## src/rtl/hack_pkg.sv

```systemverilog
// Hack PC sequencer shared definitions.
// Jump encodings, FSM state type and address width default.
package hack_pkg;

    localparam int HACK_ADDR_W = 15;

    localparam logic [2:0] JNULL = 3'b000;
    localparam logic [2:0] JGT   = 3'b001;
    localparam logic [2:0] JEQ   = 3'b010;
    localparam logic [2:0] JGE   = 3'b011;
    localparam logic [2:0] JLT   = 3'b100;
    localparam logic [2:0] JNE   = 3'b101;
    localparam logic [2:0] JLE   = 3'b110;
    localparam logic [2:0] JMP   = 3'b111;

    typedef enum logic {
        RUN  = 1'b0,
        HALT = 1'b1
    } state_t;

endpackage

```

## src/rtl/hack_jump_cond.sv

```systemverilog
// Hack C-instruction branch condition.
// jump bits are {lt, eq, gt}; zr/ng come straight from the ALU.
module hack_jump_cond (
    input  logic       is_c,
    input  logic [2:0] jump,
    input  logic       zr,
    input  logic       ng,
    output logic       take
);

    logic lt;
    logic eq;
    logic gt;

    assign lt = jump[2] & ng;
    assign eq = jump[1] & zr;
    assign gt = jump[0] & ~ng & ~zr;

    // zr and ng both high is not filtered out
    assign take = is_c & (lt | eq | gt);

endmodule

```

## src/rtl/hack_pc_seq.sv

```systemverilog
// Hack program-counter sequencer with self-loop halt detect.
// Optional retired counter: define HACK_PC_RETIRE_CNT_EN.
module hack_pc_seq
    import hack_pkg::*;
#(
    parameter int ADDR_W   = HACK_ADDR_W,
    parameter int HALT_CNT = 2
) (
    input  logic              clk,
    input  logic              rst_n,
    input  logic              en,
    input  logic              is_c,
    input  logic [2:0]        jump,
    input  logic              alu_zr,
    input  logic              alu_ng,
    input  logic [15:0]       a_reg,
    input  logic              resume,
    output logic [ADDR_W-1:0] pc_out,
    output logic              jump_taken,
    output logic              halted
`ifdef HACK_PC_RETIRE_CNT_EN
    ,
    output logic [31:0]       retired
`endif
);

    localparam int CW =
        (HALT_CNT > 0) ? $clog2(HALT_CNT + 1) : 1;
    localparam logic [CW-1:0] HALT_W = CW'(HALT_CNT);

    state_t            state;
    logic [CW-1:0]     loop_cnt;
    logic [CW-1:0]     loop_inc;
    logic [ADDR_W-1:0] target;
    logic              take;
    logic              self_jmp;
    logic              halt_hit;

    assign target = a_reg[ADDR_W-1:0];

    if (ADDR_W < 16) begin : g_hi
        logic unused_a_hi;
        assign unused_a_hi = ^a_reg[15:ADDR_W];
    end

    hack_jump_cond u_cond (
        .is_c (is_c),
        .jump (jump),
        .zr   (alu_zr),
        .ng   (alu_ng),
        .take (take)
    );

    assign self_jmp = take && (target == pc_out);

    assign loop_inc = (loop_cnt == HALT_W)
                    ? loop_cnt
                    : loop_cnt + 1'b1;

    assign halt_hit = (HALT_CNT != 0)
                   && self_jmp
                   && (loop_inc == HALT_W);

    // PC advance, loop counter and RUN/HALT state
    always_ff @(posedge clk or negedge rst_n) begin
        if (!rst_n) begin
            pc_out     <= '0;
            jump_taken <= 1'b0;
            halted     <= 1'b0;
            state      <= RUN;
            loop_cnt   <= '0;
        end else begin
            unique case (state)
                RUN: begin
                    if (en) begin
                        unique case (1'b1)
                            take: begin
                                pc_out     <= target;
                                jump_taken <= 1'b1;
                            end
                            default: begin
                                pc_out     <= pc_out + 1'b1;
                                jump_taken <= 1'b0;
                            end
                        endcase
                        loop_cnt <= self_jmp ? loop_inc : '0;
                        if (halt_hit) begin
                            state  <= HALT;
                            halted <= 1'b1;
                        end
                    end
                end
                HALT: begin
                    jump_taken <= 1'b0;
                    if (resume) begin
                        state    <= RUN;
                        halted   <= 1'b0;
                        loop_cnt <= '0;
                    end
                end
                default: begin
                    state  <= RUN;
                    halted <= 1'b0;
                end
            endcase
        end
    end

`ifdef HACK_PC_RETIRE_CNT_EN
    // count every advance made in RUN
    always_ff @(posedge clk or negedge rst_n) begin
        if (!rst_n) begin
            retired <= '0;
        end else if (state == RUN && en) begin
            retired <= retired + 1'b1;
        end
    end
`endif

endmodule
```

## config.mk

```make
export PLATFORM = sky130hd
export DESIGN_NAME = hack_pc_seq
export DESIGN_NICKNAME = d
export VERILOG_FILES = /design/src/rtl/hack_pkg.sv /design/src/rtl/hack_jump_cond.sv /design/src/rtl/hack_pc_seq.sv
export SDC_FILE = /design/constraint.sdc
export NUM_CORES = 1
export LEC_CHECK = 0
export CORE_UTILIZATION = 40
export DETAILED_ROUTE_END_ITERATION = 8
export PLACE_DENSITY_LB_ADDON = 0.12
export SLEW_MARGIN = 15
export SYNTH_ARGS = -nofsm -noshare
export SYNTH_HDL_FRONTEND = slang
export SYNTH_HIERARCHICAL = 1
export SYNTH_SLANG_ARGS = --single-unit
```

## constraint.sdc

```tcl
create_clock -name clk -period 1.5 [get_ports clk]
set_input_delay 0.3 -clock clk [delete_from_list [all_inputs] [get_ports clk]]
set_output_delay 0.3 -clock clk [all_outputs]
set_load 0.1 [all_outputs]
```

# Yosys cells after proc, flatten, opt, wreduce, memory -nomap -nowiden
# Index checks and enable logic that the tools add are counted.
word_totals:
  register_bits: 20
  inputBits: 26
  elab_cells: 45
op_classes:
  mux: 17
  n_eq_ne: 6
  n_reduce_logical: 5
  bitwise: 10
  add_sub_neg: 2
ops:
  columns: ["op", "count"]
  rows:
  - ["$add A15 B1 Y15 const B", 1]
  - ["$eq A15 B15 Y1", 1]
  - ["$mux W15", 1]
  - ["$mux W1", 8]
  - ["$mux W2", 4]
  - ["$ne A2 B2 Y1 const B", 3]
  - ["$pmux W1 S2", 3]
  - ["$and A1 B1 Y1", 5]
  - ["$eq A2 B2 Y1 const B", 2]
  - ["$pmux W2 S2", 1]
  - ["$reduce_and A2 Y1", 2]
  - ["$not A1 Y1", 3]
  - ["$reduce_and A3 Y1", 1]
  - ["$add A2 B1 Y2 const B", 1]
  - ["$logic_and A1 B1 Y1", 2]
  - ["$or A1 B1 Y1", 2]

# Logic depth before layout (Yosys ltp)
# Gate-level depths: netlist of the first run.
depth:
  depth_word: 10
  depth_mapped: 7

# Modules after synthesis
# Netlist of the first run, hierarchy kept.
modules_own_cells:
  columns: ["mod", "cells_per_inst", "seq_area_each_um2", "instances", "area_per_inst_um2"]
  rows:
  - ["hack_pc_seq", 152, 500.5, 1, 1328.8]
  - ["hack_jump_cond", 3, 0.0, 1, 23.8]

# Least setup slack after synthesis of the first run
# No wires, ideal clock.
synth_timing:
  path_type: "reg2reg"
  startpoint: "reg pc_out[6]"
  endpoint: "reg pc_out[11]"
  path_buffers: 2
  arrival_time_ns: 2.013
  stages_incl_launch_ff: 7
  setup_ns: 0.100
  path_slack_ns: -0.612
  cell_sequence: "dfrtp_1 buf_4 and3_1 buf_2 and4_4 a311oi_1 a311oi_1"
synth_between:
  elab_chain_cells: 2
synth_lines:
  columns: ["element", "line", "rtl"]
  rows:
  - ["start, declared", "hack_pc_seq.sv:18", "output logic [ADDR_W-1:0] pc_out,"]
  - ["start signal, assigned", "hack_pc_seq.sv:78", "pc_out <= target;"]
  - ["start signal, assigned", "hack_pc_seq.sv:82", "pc_out <= pc_out + 1'b1;"]
  - ["$add A15 B1 Y15", "hack_pc_seq.sv:82", null]
  - ["$mux W15", "hack_pc_seq.sv:76", "unique case (1'b1)"]
# No other way between the ends.
# A chain may end at the register's enable or synchronous reset.

# Worst setup path in the final report of the first run
layout_timing:
  startpoint: "reg pc_out[5]"
  endpoint: "reg loop_cnt[1]"
layout_between:
  elab_chain_cells: 5
layout_lines:
  columns: ["element", "line", "rtl"]
  rows:
  - ["$eq A15 B15 Y1", "hack_pc_seq.sv:54", "assign self_jmp = take && (target == pc_out);"]
  - ["$logic_and A1 B1 Y1", "hack_pc_seq.sv:54", null]
  - ["$mux W2", "hack_pc_seq.sv:86", "loop_cnt <= self_jmp ? loop_inc : '0;"]
  - ["$mux W2", "hack_pc_seq.sv:75", "if (en) begin"]
  - ["$pmux W2 S2", "hack_pc_seq.sv:73", "unique case (state)"]
  - ["end signal, assigned", "hack_pc_seq.sv:86", null]
  - ["end, declared", "hack_pc_seq.sv:32", "logic [CW-1:0] loop_cnt;"]
# No other way between the ends. The select of a mux whose other input is x is not followed.

==> results_tabular.tex, run 1 <==
\begin{tabular}{lr}
\hline
Metric & Value \\
\hline
\multicolumn{2}{l}{\textbf{Critical path}} \\
Maximum fanout count along the critical path & 4 \\
Crit Path Category & register to register \\
Data required, critical path & 1.73 ns \\
Critical path arrival & 1.87 ns \\
Startpoint type of the worst setup path & register \\
Crit path capture type & register \\
\multicolumn{2}{l}{\textbf{Floorplan}} \\
Number of cell rows & 20 \\
Starting utilization of the core area & 0.432 \\
Area of the die & 3620 um2 \\
Top-Level Pins & 43 \\
Die span in x & 60.2 um \\
Vertical extent of the die & 60.2 um \\
Area of the placeable core & 3130 um2 \\
\multicolumn{2}{l}{\textbf{Detailed routing}} \\
Total length of routed wires & between 4000 and 5000 um \\
Final ANT Viol Nets & 0 \\
TritonRoute pass-1 iters & 5 \\
Number of vias per cell & 5.85 \\
Post-route DRC violation count & 0 \\
Drt first-iter violations & 63 \\
DR WL/cell & 16.7 um \\
Vias & 1,574 \\
\multicolumn{2}{l}{\textbf{Global routing}} \\
GRT Overall Usage & 0.254 \\
Maximum number of pins on one net before global-route repair & 21 \\
First-pass GRT wire length & 6800 um \\
Via count of the first global-routing pass & 1,486 \\
GRT Residual Overflow & 0 \\
Initial antenna violation count & 0 \\
\multicolumn{2}{l}{\textbf{Yosys}} \\
Main synth FF type & dfrtp\_1 \\
Post-synth EDFFs & 0 \\
Synthesized instance count & 155 \\
Sequential fraction of the synthesis area & 0.370 \\
Mean post-synth cell area & 8.73 um2 \\
Synthesized net count & 183 \\
Flop and latch count out of synthesis & 20 \\
Synth unique cells & 38 \\
YS warnings & 6 \\
Asr flop ratio synth & 1.00 \\
Post-Syn Area & 1350 um2 \\
\multicolumn{2}{l}{\textbf{STA}} \\
Slew at the pin closest to its max-slew limit & 0.338 ns \\
Worst-case setup margin in the final layout & -0.133 ns \\
Max-slew violation count & 0 \\
Unrepaired setup endpoints after global routing & yes \\
Post-route worst hold slack & 0.305 ns \\
Remaining max-slew budget at the tightest pin & 0.773 \\
Maximum frequency from static timing analysis & 612 MHz \\
Endpoints failing setup & 5 \\
Final period utilization & 1.09 \\
Final min period & $\sim$1.6 ns \\
Post-Route Skew & 0.00882 ns \\
Final Hold Fails & 0 \\
\multicolumn{2}{l}{\textbf{Clock network}} \\
Clock input transition at the sequential cells of the worst setup and hold paths & around 0.13 ns \\
\# clock sinks & 20 \\
H-tree depth & 1 \\
Max Buffers Root-to-Sink & 2 \\
Clock buffers created by TritonCTS & 3 \\
TritonCTS clock tree & built \\
Worst-Skew Late Latency & 0.31 ns \\
Number of hold buffers added after CTS & 0 \\
CTS Root Cell & clkbuf\_4 \\
\multicolumn{2}{l}{\textbf{Power}} \\
Sequential Power Share & 0.263 \\
Switching pwr & 1510 uW \\
Cell-internal power & $\sim$1600 uW \\
Switching share of total power & 0.484 \\
Combinational group share of total power & 0.644 \\
Clock network power share & 0.093 \\
VDD IR max & 1.04 mV \\
Total power divided by cell area & 1280 nW/um2 \\
Leakage power total & 0.000993 uW \\
\multicolumn{2}{l}{\textbf{Cells and area}} \\
Commonest cells after routing, fill and taps aside & 32 x buf\_4, 19 x clkdlybuf4s50\_1, 17 x buf\_12 \\
Antenna Cells & 0 \\
Synth-to-layout area growth & 80.2\% \\
Commonest non-fill, non-tap cell in the layout & buf\_4 \\
Count of filler cells inserted in the layout & 210 \\
Post-layout nets & approximately 250 \\
Fraction of final layout cells with drive strength greater than 1 & 0.444 \\
\multicolumn{2}{l}{\textbf{Run}} \\
Reported max-cap violation count & 0 \\
\multicolumn{2}{l}{\textbf{Place}} \\
Final HPWL from detailed placement & 3200 um \\
Pre-CTS setup slack & -0.735 ns \\
Quantity of I/O buffers inserted on ports & 41 \\
Global placer's final weighted congestion & 0.833 \\
\multicolumn{2}{l}{\textbf{Status}} \\
Failing checks & setup timing \\
Outcome & finished, violations left \\
\multicolumn{2}{l}{\textbf{Min path}} \\
Worst Hold Class & input port to async pin \\
\hline
\end{tabular}
[logic make-up (layout without fill, tap and decap cells)]
group                    after synthesis  count (layout)  synth area share
AND/OR/NAND/NOR                       49              49             0.200
AO/OA/AOI/OAI                         45              45             0.213
flip-flops                            20              20             0.370
adder cells (fa/ha/maj)                2               2            0.0185
XOR/XNOR                              15              15            0.0971
multiplexers                           6               6            0.0444
buffers and inverters                 18              88            0.0574
[state kept, by name, indices dropped and copies added, names as in the netlist]
register    flops
pc_out         15
loop_cnt        2
halted          1
jump_taken      1
state           1
[power by group through the flow]
stage / sequential [uW] / clock, uW / combinational (uW)
2_1_floorplan: 1510 / 0 / 354
3_3_place_gp: 833 / 0 / 1760
3_5_place_dp: 840 / 0 / 1780
4_1_cts: 822 / 289 / 1830
5_1_grt: 835 / 312 / 2080
6_report: 818 / 290 / 2000
[metal layers]
layer	vias up	part of all wire	routed length (um)	GRT usage
li1	713	-	-	-
met1	749	0.39	1740	0.300
met2	89	0.50	2270	0.441
met3	23	0.077	346	0.0693
met4	0	0.033	147	0.0831
met5	-	0	0	0
[critical path, cell delays in order (launching register included)]
cell and delay (ns):
dfrtp_4 0.53, xor2_2 0.16, nor4_2 0.38, nand4_1 0.26
o21ai_1 0.21
[synthesized netlist by cell type (5+ instances only)]
| library cell | number | area share |
|---|---|---|
| mux2i_1 | 6 | 0.044 |
| nand3_1 | 10 | 0.037 |
| a21oi_1 | 8 | 0.030 |
| nor4_1 | 5 | 0.023 |
| o21ai_0 | 12 | 0.044 |
| inv_1 | 8 | 0.022 |
| buf_2 | 5 | 0.018 |
| o22ai_1 | 5 | 0.023 |
| xor2_1 | 15 | 0.097 |
| nor2_1 | 7 | 0.019 |
| dfrtp_1 | 20 | 0.37 |
| nand2_1 | 6 | 0.017 |
[cell type report]
class | instances | area (um2) | area share
multi-input combinational | 117 | 928 | 0.381
clock buffer | 4 | 26.3 | 0.0108
sequential | 20 | 552 | 0.226
timing repair buffer | 76 | 846 | 0.347
inverter | 8 | 30.0 | 0.0123
tap | 44 | 55.1 | 0.0226
[path summary, 6_finish.rpt]
kind / startpoint / end / slack [ns] / cells after the start
min in group clk: a_reg[8] / pc_out[8]$_DFFE_PN0P_ / 0.52 / 4
max in group asynchronous: rst_n / pc_out[9]$_DFFE_PN0P_ / 0.95 / 2
max: pc_out[5]$_DFFE_PN0P_ / loop_cnt[1]$_DFFE_PN0P_ / -0.13 / 4
min reg2reg: loop_cnt[0]$_DFFE_PN0P_ / loop_cnt[0]$_DFFE_PN0P_ / 0.53 / 2
min: rst_n / pc_out[7]$_DFFE_PN0P_ / 0.31 / 2
max reg2reg: pc_out[5]$_DFFE_PN0P_ / loop_cnt[1]$_DFFE_PN0P_ / -0.13 / 4
[per-stage QoR]
stage | instance area, um2 | cells | power, uW | TNS [ns] | utilization
floorplan | 1470 | 155 | 1860 | -0.910 | -
global placement | 2220 | 257 | 2590 | -9.33 | 0.711
detailed placement | 2220 | 257 | 2620 | -10.39 | 0.711
CTS | 2290 | 263 | 2950 | -0.177 | 0.733
global route | 2440 | 269 | 3230 | -0.920 | 0.779
finish | 2440 | 269 | 3110 | -0.480 | 0.779
[timing repair]
item / CTS / global route
pin swaps: 11 / 15
setup endpoints to repair: 19 / 15
endpoints found under the hold margin: 0 / 0
buffers inserted: 4 / 6
resized for setup: 21 / 20
Note: power is estimated with default switching activity, not from simulation.
==> run 2, diff against run 1 <==
--- a/config.mk
+++ b/config.mk
@@ -8,6 +8,7 @@
 export CORE_UTILIZATION = 40
 export DETAILED_ROUTE_END_ITERATION = 8
 export PLACE_DENSITY_LB_ADDON = 0.12
+export RECOVER_POWER = 100
 export SLEW_MARGIN = 15
 export SYNTH_ARGS = -nofsm -noshare
 export SYNTH_HDL_FRONTEND = slang
==> results_tabular.tex, run 2 (synthesis results as in run 1) <==
\begin{tabular}{lr}
\hline
Metric & Value \\
\hline
\multicolumn{2}{l}{\textbf{STA}} \\
Maximum frequency from static timing analysis & 613 MHz (+0.14\%) \\
Slew at the pin closest to its max-slew limit & 0.528 ns (+0.190 ns) \\
Final period utilization & 1.09 (-0.00149) \\
Worst-case setup margin in the final layout & -0.131 ns (+0.00223 ns) \\
Max-slew violation count & 0 (unchanged) \\
Remaining max-slew budget at the tightest pin & 0.648 (-0.125) \\
Endpoints failing setup & 5 (unchanged) \\
Post-Route Skew & 0.00996 ns (+0.00114 ns) \\
Summed negative setup slack over all endpoints & -0.473 ns (+0.00679 ns) \\
Unrepaired setup endpoints after global routing & yes \\
Final Hold Fails & 0 (unchanged) \\
Final min period & 1.63 ns (-0.00223 ns) \\
\multicolumn{2}{l}{\textbf{Clock network}} \\
\# clock sinks & 20 (unchanged) \\
Worst-Skew Late Latency & 0.31 ns (about the same) \\
Number of hold buffers added after CTS & 0 (unchanged) \\
TritonCTS clock tree & built \\
Clock buffers created by TritonCTS & 3 (unchanged) \\
H-tree depth & 1 (unchanged) \\
CTS Root Cell & clkbuf\_4 \\
Max Buffers Root-to-Sink & 2 (unchanged) \\
Clock input transition at the sequential cells of the worst setup and hold paths & 0.13 ns (about the same) \\
\multicolumn{2}{l}{\textbf{Global routing}} \\
Maximum number of pins on one net before global-route repair & 21 (unchanged) \\
Initial antenna violation count & 0 (unchanged) \\
GRT Residual Overflow & 0 (unchanged) \\
GRT Overall Usage & 0.254 (unchanged) \\
Via count of the first global-routing pass & 1,486 (unchanged) \\
First-pass GRT wire length & 6800 um (unchanged) \\
\multicolumn{2}{l}{\textbf{Critical path}} \\
Maximum fanout count along the critical path & 4 (unchanged) \\
Data required, critical path & 1.73 ns (about the same) \\
Crit path buf inv count & 0 (unchanged) \\
Standard cell with the maximum stage delay on the critical path & dfrtp\_4 \\
Worst path max stage delay & 0.53 ns (about the same) \\
Startpoint type of the worst setup path & register \\
Critical path arrival & 1.86 ns (about the same) \\
Crit Path Category & register to register \\
Dominant delay contributor by cell family on the critical path & simple AND/OR/NAND/NOR gates \\
Crit path capture type & register \\
Critical-path cell list & xor2\_2, nor4\_2, nand4\_1, o21ai\_1 \\
\multicolumn{2}{l}{\textbf{Power}} \\
Leakage power total & 0.000985 uW (-0.77\%) \\
VDD IR max & 1.04 mV (about the same) \\
Total power divided by cell area & 1290 nW/um2 (+0.78\%) \\
\multicolumn{2}{l}{\textbf{Floorplan}} \\
Die span in x & 60.2 um (unchanged) \\
Area of the placeable core & 3130 um2 (unchanged) \\
Top-Level Pins & 43 (unchanged) \\
Starting utilization of the core area & 0.432 (unchanged) \\
Number of cell rows & 20 (unchanged) \\
Vertical extent of the die & 60.2 um (unchanged) \\
Area of the die & 3620 um2 (unchanged) \\
\multicolumn{2}{l}{\textbf{Detailed routing}} \\
Drt first-iter violations & 58 (-7.9\%) \\
Post-route DRC violation count & 0 (unchanged) \\
Number of vias per cell & 5.74 (-1.8\%) \\
Total length of routed wires & 4510 um (+0.24\%) \\
DR WL/cell & 16.8 um (+0.24\%) \\
TritonRoute pass-1 iters & 4 (-1) \\
Final ANT Viol Nets & 0 (unchanged) \\
Vias & 1,545 (-1.8\%) \\
\multicolumn{2}{l}{\textbf{Cells and area}} \\
Area of all placed cells without fillers & 2410 um2 (-1.1\%) \\
Synth-to-layout area growth & 78.2\% \\
Largest regs & pc\_out: 15 flops, loop\_cnt: 2 flops \\
Commonest cells after routing, fill and taps aside & 31 x buf\_4, 18 x clkdlybuf4s50\_1, 15 x buf\_12 \\
Commonest non-fill, non-tap cell in the layout & buf\_4 \\
Antenna Cells & 0 (unchanged) \\
Combined area of the multi-input logic cells & 928 um2 (unchanged) \\
Post-layout nets & 254 (unchanged) \\
Fraction of final layout cells with drive strength greater than 1 & 0.444 (unchanged) \\
Largest register FFs & 15 (unchanged) \\
Layout Cells excl Fill & 269 (unchanged) \\
Area occupied by registers & 552 um2 (unchanged) \\
Count of filler cells inserted in the layout & 215 (+2.4\%) \\
Most flop-heavy register & pc\_out \\
Share of the core filled with cells in the final layout & 0.770 (-0.00880) \\
\multicolumn{2}{l}{\textbf{Place}} \\
Cell total after placement & 257 (unchanged) \\
Final HPWL from detailed placement & 3200 um (unchanged) \\
Global placer's final weighted congestion & 0.833 (unchanged) \\
Standard cell area after detailed placement & 2220 um2 (unchanged) \\
Quantity of I/O buffers inserted on ports & 41 (unchanged) \\
\multicolumn{2}{l}{\textbf{Run}} \\
Reported max-cap violation count & 0 (unchanged) \\
\multicolumn{2}{l}{\textbf{Min path}} \\
Worst Hold Class & input port to async pin \\
\multicolumn{2}{l}{\textbf{Status}} \\
Failing checks & setup timing \\
Outcome & finished, violations left \\
\hline
\end{tabular}
==> run 2: cell count changes in the layout (fill, tap and decap cells not counted), sizes merged <==
cell / change
dlygate4sd3: +1
buf: -3
clkdlybuf4s50: -1
clkbuf: +3
==> run 2: layout make-up <==
class,instances,share of cell area
multi-input combinational,117,0.385
timing repair buffer,76,0.340
clock buffer,4,0.0109
sequential,20,0.229
inverter,8,0.0125
tap,44,0.0228
==> run 2: final timing paths <==
kind                                         startpoint  cells past startpoint  slack, ns                 endpoint
max in group asynchronous                         rst_n                      2       0.63    pc_out[9]$_DFFE_PN0P_
worst min register to register  loop_cnt[0]$_DFFE_PN0P_                      2       0.53  loop_cnt[0]$_DFFE_PN0P_
min in group clk                               a_reg[8]                      4       0.52    pc_out[8]$_DFFE_PN0P_
worst min-delay path                              rst_n                      2       0.47    pc_out[7]$_DFFE_PN0P_
worst max register to register    pc_out[5]$_DFFE_PN0P_                      4      -0.13  loop_cnt[1]$_DFFE_PN0P_
worst max-delay path              pc_out[5]$_DFFE_PN0P_                      4      -0.13  loop_cnt[1]$_DFFE_PN0P_
==> run 2: where the power goes <==
| part | switching [uW] | internal [uW] |
|---|---|---|
| registers | 134 | 684 |
| clock network | 185 | 104 |
| logic | 1180 | 807 |
==> run 2: metrics by stage <==
step	total power, uW	setup WS, ns	hold slack, ns
final	3100	-0.131	0.466
after global routing	3220	-0.201	0.527
after CTS	2950	-0.0713	0.322
after detailed placement	2620	-0.735	0.507
after global placement	2590	-0.599	0.489
after floorplan	1860	-0.165	0.00441
==> run 2: layer usage <==
layer	GRT usage	vias to the layer above	part of all wire
met5	0	-	0
met4	0.0831	0	0.021
met2	0.441	80	0.51
li1	-	713	-
met3	0.0693	14	0.071
met1	0.300	738	0.39
==> run 2: repair_timing <==
| action | 4_1_cts | 5_1_grt |
|---|---|---|
| cloned | 0 | 0 |
| endpoints found under the setup margin | 19 | 15 |
| pin swaps | 11 | 15 |
| gates resized for setup | 21 | 20 |
| buffers inserted | 4 | 6 |
==> run 3, diff against run 2 <==
--- a/config.mk
+++ b/config.mk
@@ -5,8 +5,10 @@
 export SDC_FILE = /design/constraint.sdc
 export NUM_CORES = 1
 export LEC_CHECK = 0
+export CAP_MARGIN = 20
 export CORE_UTILIZATION = 40
 export DETAILED_ROUTE_END_ITERATION = 8
+export GPL_TIMING_DRIVEN = 0
 export PLACE_DENSITY_LB_ADDON = 0.12
 export RECOVER_POWER = 100
 export SLEW_MARGIN = 15
==> constraint.sdc (replaced) <==
create_clock -name clk -period 1.47 [get_ports clk]
set_input_delay 0.294 -clock clk [delete_from_list [all_inputs] [get_ports clk]]
set_output_delay 0.294 -clock clk [all_outputs]
set_load 0.1 [all_outputs]
==> results_tabular.tex, run 3 (synthesis results as in run 1) <==
\begin{tabular}{lr}
\hline
Metric & Value \\
\hline
\multicolumn{2}{l}{\textbf{STA}} \\
Final Hold Fails & 0 (unchanged) \\
Max-slew violation count & 0 (unchanged) \\
Post-Route Skew & 0.00654 ns (-0.00341 ns) \\
Post-route worst hold slack & 0.386 ns (-0.0800 ns) \\
Worst-case setup margin in the final layout & -0.0952 ns (+0.0357 ns) \\
Slew at the pin closest to its max-slew limit & 0.943 ns (+0.414 ns) \\
Endpoints failing setup & 10 (+5) \\
Unrepaired setup endpoints after global routing & yes \\
Final period utilization & 1.06 (-0.0225) \\
Remaining max-slew budget at the tightest pin & 0.370 (-0.278) \\
Final min period & 1.57 ns (-0.0657 ns) \\
Maximum frequency from static timing analysis & 639 MHz (+4.2\%) \\
\multicolumn{2}{l}{\textbf{Critical path}} \\
Maximum fanout count along the critical path & 5 (+1) \\
Worst path max stage delay & 0.46 ns (-0.07 ns) \\
Dominant delay contributor by cell family on the critical path & compound AO/OA/AOI/OAI gates \\
Critical path arrival & 1.77 ns (-0.09 ns) \\
Crit path capture type & register \\
Critical-path cell list & and4\_4, buf\_4, nand3\_2, o31ai\_1, a21oi\_1 \\
Crit Path Category & register to register \\
Crit path buf inv count & 1 (+1) \\
Data required, critical path & 1.68 ns (-0.05 ns) \\
Standard cell with the maximum stage delay on the critical path & dfrtp\_4 \\
Startpoint type of the worst setup path & register \\
\multicolumn{2}{l}{\textbf{Power}} \\
Total power divided by cell area & 1260 nW/um2 (-1.9\%) \\
Clock network power share & 0.121 (+0.028) \\
Leakage power total & 0.000950 uW (-3.6\%) \\
Combinational group share of total power & 0.586 (-0.057) \\
VDD IR max & 1.17 mV (+12\%) \\
Overall power after layout & 2900 uW (-6.5\%) \\
Switching pwr & 1490 uW (-0.67\%) \\
Sequential Power Share & 0.293 (+0.029) \\
Cell-internal power & 1400 uW (-12\%) \\
Switching share of total power & 0.516 (+0.0303) \\
\multicolumn{2}{l}{\textbf{Place}} \\
Global placer's final weighted congestion & 0.837 (+0.42\%) \\
Cell total after placement & 240 (-6.6\%) \\
Final HPWL from detailed placement & 2890 um (-9.7\%) \\
Pre-CTS setup slack & -0.867 ns (-0.132 ns) \\
Quantity of I/O buffers inserted on ports & 41 (unchanged) \\
\multicolumn{2}{l}{\textbf{Global routing}} \\
GRT Residual Overflow & 0 (unchanged) \\
Maximum number of pins on one net before global-route repair & 21 (unchanged) \\
GRT Overall Usage & 0.265 (+0.0103) \\
Initial antenna violation count & 0 (unchanged) \\
First-pass GRT wire length & 7070 um (+4.0\%) \\
Via count of the first global-routing pass & 1,473 (-0.87\%) \\
\multicolumn{2}{l}{\textbf{Floorplan}} \\
Top-Level Pins & 43 (unchanged) \\
Area of the placeable core & 3130 um2 (unchanged) \\
Die span in x & 60.2 um (unchanged) \\
Vertical extent of the die & 60.2 um (unchanged) \\
Starting utilization of the core area & 0.432 (unchanged) \\
Number of cell rows & 20 (unchanged) \\
Area of the die & 3620 um2 (unchanged) \\
\multicolumn{2}{l}{\textbf{Detailed routing}} \\
Final ANT Viol Nets & 0 (unchanged) \\
Drt first-iter violations & 176 (+200\%) \\
TritonRoute pass-1 iters & 5 (+1) \\
Total length of routed wires & 4940 um (+9.5\%) \\
DR WL/cell & 18.4 um (+9.9\%) \\
Number of vias per cell & 6.04 (+5.1\%) \\
Vias & 1,618 (+4.7\%) \\
Post-route DRC violation count & 0 (unchanged) \\
\multicolumn{2}{l}{\textbf{Cells and area}} \\
Most flop-heavy register & pc\_out \\
Post-layout nets & 253 (-0.39\%) \\
Commonest cells after routing, fill and taps aside & 24 x buf\_4, 17 x clkdlybuf4s50\_1, 14 x xor2\_1, 14 x clkbuf\_4 \\
Commonest non-fill, non-tap cell in the layout & buf\_4 \\
Largest regs & pc\_out: 15 flops, loop\_cnt: 2 flops \\
Synth-to-layout area growth & 69.8\% \\
Antenna Cells & 0 (unchanged) \\
Fraction of final layout cells with drive strength greater than 1 & 0.464 (+0.0198) \\
Layout Cells excl Fill & 268 (-0.37\%) \\
Largest register FFs & 15 (unchanged) \\
\multicolumn{2}{l}{\textbf{Clock network}} \\
Clock buffers created by TritonCTS & 3 (unchanged) \\
Clock input transition at the sequential cells of the worst setup and hold paths & 0.13 ns (about the same) \\
\# clock sinks & 20 (unchanged) \\
Worst-Skew Late Latency & 0.32 ns (about the same) \\
CTS Root Cell & clkbuf\_4 \\
Max Buffers Root-to-Sink & 2 (unchanged) \\
H-tree depth & 1 (unchanged) \\
TritonCTS clock tree & built \\
\multicolumn{2}{l}{\textbf{Status}} \\
Failing checks & setup timing \\
Outcome & finished, violations left \\
\multicolumn{2}{l}{\textbf{Run}} \\
Reported max-cap violation count & 0 (unchanged) \\
\multicolumn{2}{l}{\textbf{Min path}} \\
Worst Hold Class & input port to register \\
\hline
\end{tabular}
==> run 3: cell count changes in the layout (fill, tap and decap cells not counted), moves of 3 or more <==
cell and delta:
buf_6 +5, clkbuf_4 +9, o21ai_1 +4, buf_12 -14
xor2_1 +3, o21ai_0 -5, buf_8 +3, buf_4 -7
==> run 3: per-layer routing <==
metal / part of all wire / GRT usage / vias to the layer above
met5: 0 / 0 / -
met4: 0.049 / 0.103 / 0
met3: 0.089 / 0.0303 / 29
met2: 0.50 / 0.436 / 117
met1: 0.36 / 0.350 / 759
li1: - / - / 713
==> run 3: power by group through the flow <==
stage / registers [uW] / clock network (uW) / logic, uW
5_1_grt: 868 / 365 / 1760
3_3_place_gp: 866 / 0 / 1400
4_1_cts: 838 / 345 / 1560
3_5_place_dp: 878 / 0 / 1410
2_1_floorplan: 1540 / 0 / 362
6_report: 848 / 350 / 1700
==> run 3: area by class of cell <==
type	count	area, um2
plain buffers	8	83.8
clock buffers	4	36.3
fillers	229	832
inverters	8	33.8
multi-input cells	117	913
flip-flops and latches	20	552
well taps	44	55.1
repair buffers	67	622
==> run 3: stage by stage <==
stage	utilization	setup TNS (ns)	instance area, um2
final	0.734	-0.476	2300
after global routing	0.734	-1.11	2300
after CTS	0.678	-0.280	2120
after detailed placement	0.618	-21.25	1930
after global placement	0.618	-19.43	1930
after floorplan	-	-1.30	1470
==> run 3: final timing paths <==
path                                               from                      end  slack (ns)  cells past startpoint
worst max-delay path              pc_out[2]$_DFFE_PN0P_   pc_out[14]$_DFFE_PN0P_        -0.1                      5
min in group asynchronous                         rst_n   pc_out[11]$_DFFE_PN0P_        0.55                      1
max in group asynchronous                         rst_n    pc_out[4]$_DFFE_PN0P_        0.24                      1
worst min register to register  loop_cnt[1]$_DFFE_PN0P_  loop_cnt[1]$_DFFE_PN0P_        0.52                      2
worst min-delay path                                 en   jump_taken$_DFFE_PN0P_        0.39                      3
worst max register to register    pc_out[2]$_DFFE_PN0P_   pc_out[14]$_DFFE_PN0P_        -0.1                      5
==> run 3: worst register-to-register path, stage by stage, from the launching register on <==
cell and delay [ns]:
dfrtp_4 0.46, and4_4 0.27, buf_4 0.13, nand3_2 0.11
o31ai_1 0.36, a21oi_1 0.13
==> run 3: what timing repair did <==
action,in CTS,in global routing
cloned,1,1
pin swaps,15,20
setup buffers,20,4
setup endpoints to repair,37,19
hold buffers,0,0
gates resized for setup,128,36
